`src/rtl/instr_fetch.sv`:
```
// rtl/instr_fetch.sv - instruction fetch stage: program counter, ROM address, IF/ID register
// Redirects (branch over jump) bubble IF/ID and override a decode stall.
module instr_fetch #(
  parameter int                ADDR_W   = 10,
  parameter int                DATA_W   = 16,
  parameter logic [ADDR_W-1:0] RESET_PC = '0,
  parameter logic [DATA_W-1:0] NOP      = '0
) (
  input  logic              Clk,
  input  logic              Reset_n,
  input  logic              Stall,
  input  logic              BranchTaken,
  input  logic [ADDR_W-1:0] BranchTarget,
  input  logic              JumpEn,
  input  logic [ADDR_W-1:0] JumpTarget,
  output logic [ADDR_W-1:0] RomAddr,
  input  logic [DATA_W-1:0] RomInstr,
  output logic [DATA_W-1:0] IfId_Instr,
  output logic [ADDR_W-1:0] IfId_PC,
  output logic [ADDR_W-1:0] IfId_PCPlus1,
  output logic              IfId_Valid
);

  logic [ADDR_W-1:0] pc;
  logic [ADDR_W-1:0] pc_plus1;
  logic              redirect;
  logic [ADDR_W-1:0] redirect_target;

  assign RomAddr  = pc;
  assign pc_plus1 = pc + 1'b1;

  // A taken branch is older than the jump in decode, so it wins.
  always_comb begin
    redirect        = BranchTaken | JumpEn;
    redirect_target = JumpTarget;
    if (BranchTaken)
      redirect_target = BranchTarget;
  end

  always_ff @(posedge Clk or negedge Reset_n) begin
    if (!Reset_n) begin
      pc           <= RESET_PC;
      IfId_Instr   <= NOP;
      IfId_PC      <= '0;
      IfId_PCPlus1 <= '0;
      IfId_Valid   <= 1'b0;
    end else if (redirect) begin
      // Bubble uses the NOP constant so an undriven ROM word never enters decode.
      pc           <= redirect_target;
      IfId_Instr   <= NOP;
      IfId_PC      <= '0;
      IfId_PCPlus1 <= '0;
      IfId_Valid   <= 1'b0;
    end else if (!Stall) begin
      pc           <= pc_plus1;
      IfId_Instr   <= RomInstr;
      IfId_PC      <= pc;
      IfId_PCPlus1 <= pc_plus1;
      IfId_Valid   <= 1'b1;
    end
  end

endmodule

```
`config.mk`:
```
export PLATFORM = sky130hd
export DESIGN_NAME = instr_fetch
export DESIGN_NICKNAME = d
export VERILOG_FILES = /design/src/rtl/instr_fetch.sv
export SDC_FILE = /design/constraint.sdc
export NUM_CORES = 1
export LEC_CHECK = 0
export ABC_AREA = 1
export BUFFER_PORTS_ARGS = -buffer_cell sky130_fd_sc_hd__clkbuf_2
export CORE_MARGIN = 2
export CORE_UTILIZATION = 25
export CTS_CLUSTER_DIAMETER = 50
export DETAILED_ROUTE_END_ITERATION = 10
export SLEW_MARGIN = 20
export SYNTH_ARGS = -nofsm -noshare
export SYNTH_HDL_FRONTEND = slang
export SYNTH_SLANG_ARGS = --single-unit
```
`constraint.sdc`:
```
create_clock -name Clk -period 2.8 [get_ports Clk]
set_input_delay 0.28 -clock Clk [delete_from_list [all_inputs] [get_ports Clk]]
set_output_delay 0.28 -clock Clk [all_outputs]
set_load 0.03 [all_outputs]
```
==> flow_summary.yaml <==
status:
  outcome: "completed"
synth:
  yosys-top-cells-area: "dfrtp_1 54%, nand2_1 15%, nand3_1 6.2%"
  synth_edf_count: 0
  ys.flop_type: "dfrtp_1"
  syn-instance-count: 255
  synth-compound-area-share_pct: 10.4
  synthTopCellsByCount: "87 x nand2_1, 47 x dfrtp_1, 27 x nand3_1"
  synth_top_area_share_pct: 54.2
  post-synth-top-count-cell: "nand2_1"
  synth_mux_area_share_pct: 0
  ys_seq_area_share_pct: 54.2
  syn-num-nets: 297
  async_flop_share_pct: 100
  ys_ff_latch: 47
  synth_xor_area_share_pct: 0.404
  synthAdderAreaFrac_pct: 0.577
  synth_top_family_by_area: "simple AND/OR/NAND/NOR gates"
  yosys.area_share.simple_pct: 27.7
  yosysWarnings: 0
  synth_area_per_cell_um2: 8.51
  ys_types: 22
  synth_top_area_cell: "dfrtp_1"
  syn-cell-area_um2: 2170
power:
  ir_drop_uv: 276
  total_leakage_power_nw: 1.50
  power_density_nw_per_um2: 527
clocking:
  clock_sinks: 47
  ctsHoldBuffers: 0
  htreeDepth: 2
  clock_path_buffers: 2
  path_clk_slew_ns: 0.08
  cts_buffers: 5
  clk_latency_ns: 0.29
  post_cts_buffers: 0
  cts.root.buffer_cell: "clkbuf_8"
  cts_tree: "yes"
  ctsResizeCount: 0
die:
  die-width_um: 97.2
  initial_core_util_pct: 26.1
  core.rowCount: 33
  die_h_um: 97.2
  ioPinCount: 88
  coreArea_um2: 8300
  die_area_um2: 9440
finish:
  layout.nets: 380
  n_antenna_cell: 0
  n_fill_cell: 910
  multi_input_area_um2: 848
  seq_area_um2: 1180
  final_cells: 444
  drive_above_1_share_pct: 32.4
  area_delta_synth_final_pct: 26.3
grt:
  grt_max_degree: 43
  grtUsageMet3_pct: 2.59
  met1_usage_pct: 17.1
  met2_usage_pct: 19.0
  grt_usage_pct: 12.2
  globalRoute.busiestLayer: "met2"
  grt_remaining_overflow: 0
  antenna_found_initial: 0
  grt_pass1_vias: 1816
  grt_first_pass_wirelength_um: 9300
place:
  placed_cells: 436
  dpl.hpwl_um: 4470
  io_buffers: 87
  gp_congestion: 0.804
critical_path:
  ff2ff_setup_slack_ns: 1.38
  cp_max_fo: 42
  cp.required_ns: 2.94
  r2r-start: "RomAddr[1]"
  crit_type: "in -> reg"
  crit_path_end_kind: "flop"
  startpoint_type: "primary input"
  critPathArrivalTime_ns: 1.72
  endpoint: "IfId_PCPlus1[3]"
  cp-startpoint: "BranchTaken"
  ff2ff_path_depth: 7
  rr_endpoint: "RomAddr[8]"
detailed_routing:
  wl_um: 5860
  drt_first_iter_violations: 108
  wire_per_inst_um: 13.2
  first_pass_iters: 4
  viasPerCell: 4.33
  ant_nets: 0
  drc_errors: 0
  vias: 1924
timing:
  finalHoldViolCount: 0
  maxSlewHeadroom_pct: 48.4
  fin_skew_ns: 0.00390
  tightest_slew_ns: 0.774
  rsz0062_at_grt: "no"
  drv_slew: 0
  final.setup.tns_ns: 0
  hold_slack_ns: 0.0471
  setup_viol: 0
  min_period_ns: 1.58
  period_share_pct: 56.4
  max_freq_mhz: 634
hold_path:
  hold_path.class: "in -> async"
flow_run:
  drv_cap: 0
cells in the final DEF, fill, tap and decap left out, drive strengths merged:
cell	n
clkbuf	94
nand2	89
dfrtp	47
nand3	31
o21ai	21
nor2	19
inv	14
a21oi	10
a22oi	4
a31oi	4
buf	2
nand4	1
xor2	1
ha	1
clkinv	1
worst max-delay path: stages:
cell and delay (ns):
clkbuf_2 0.21, nor2_2 0.16, nand2_2 0.25, inv_2 0.61, o21ai_0 0.19
layer usage:
| layer | up-vias | wire (um) |
|---|---|---|
| met5 | - | 0 |
| met4 | 0 | 85 |
| met3 | 6 | 271 |
| met2 | 52 | 2670 |
| met1 | 873 | 2830 |
| li1 | 993 | - |
cells by family (layout without fill, tap and decap cells):
group	after synthesis	in the layout
AOI/OAI and AO/OA	39	39
xor gates and xnor gates	1	1
adders and majority gates	1	1
buffers and inverters	27	111
DFF	47	47
and+or+nand+nor	140	140
worst min path at each step:
stage | start | endpoint | depth (start not counted)
finish | Reset_n | IfId_PCPlus1[9] | 1
global route | Reset_n | IfId_PCPlus1[9] | 1
CTS | Reset_n | IfId_PCPlus1[9] | 1
detailed placement | Reset_n | IfId_PCPlus1[9] | 1
global placement | Reset_n | IfId_PCPlus1[7] | 1
floorplan | Reset_n | IfId_Instr[0] | 0
metrics by stage:
stage / power (mW) / worst slack, ns / instance area, um^2 / utilization, %
2_1_floorplan: 0.960 / 1.36 / 2170 / -
3_3_place_gp: 1.07 / 0.980 / 2660 / 32.0
3_5_place_dp: 1.08 / 0.915 / 2660 / 32.0
4_1_cts: 1.47 / 1.23 / 2740 / 33.0
5_1_grt: 1.53 / 1.09 / 2740 / 33.0
6_report: 1.45 / 1.22 / 2740 / 33.0
area by class of cell:
class                           count  share of cell area [%]
Clock buffer                        7                    2.79
Inverter                           14                    1.92
Sequential cell                    47                    42.9
Tap cell                          105                    4.79
Clock inverter                      1                   0.183
Multi-Input combinational cell    181                    31.0
Timing Repair Buffer               89                    16.4
sequential cells by signal (all words and copies together), names as in the netlist:
signal	flops
IfId_Instr	16
IfId_PCPlus1	10
IfId_PC	10
RomAddr	10
IfId_Valid	1
power breakdown:
| group | switching [mW] | internal [mW] | leakage [nW] | total [mW] |
|---|---|---|---|---|
| sequential | 0.0462 | 0.719 | 0.624 | 0.765 |
| combinational | 0.205 | 0.0882 | 0.834 | 0.293 |
| clock | 0.212 | 0.176 | 0.0422 | 0.388 |
Note: power is estimated with default switching activity, not from simulation.
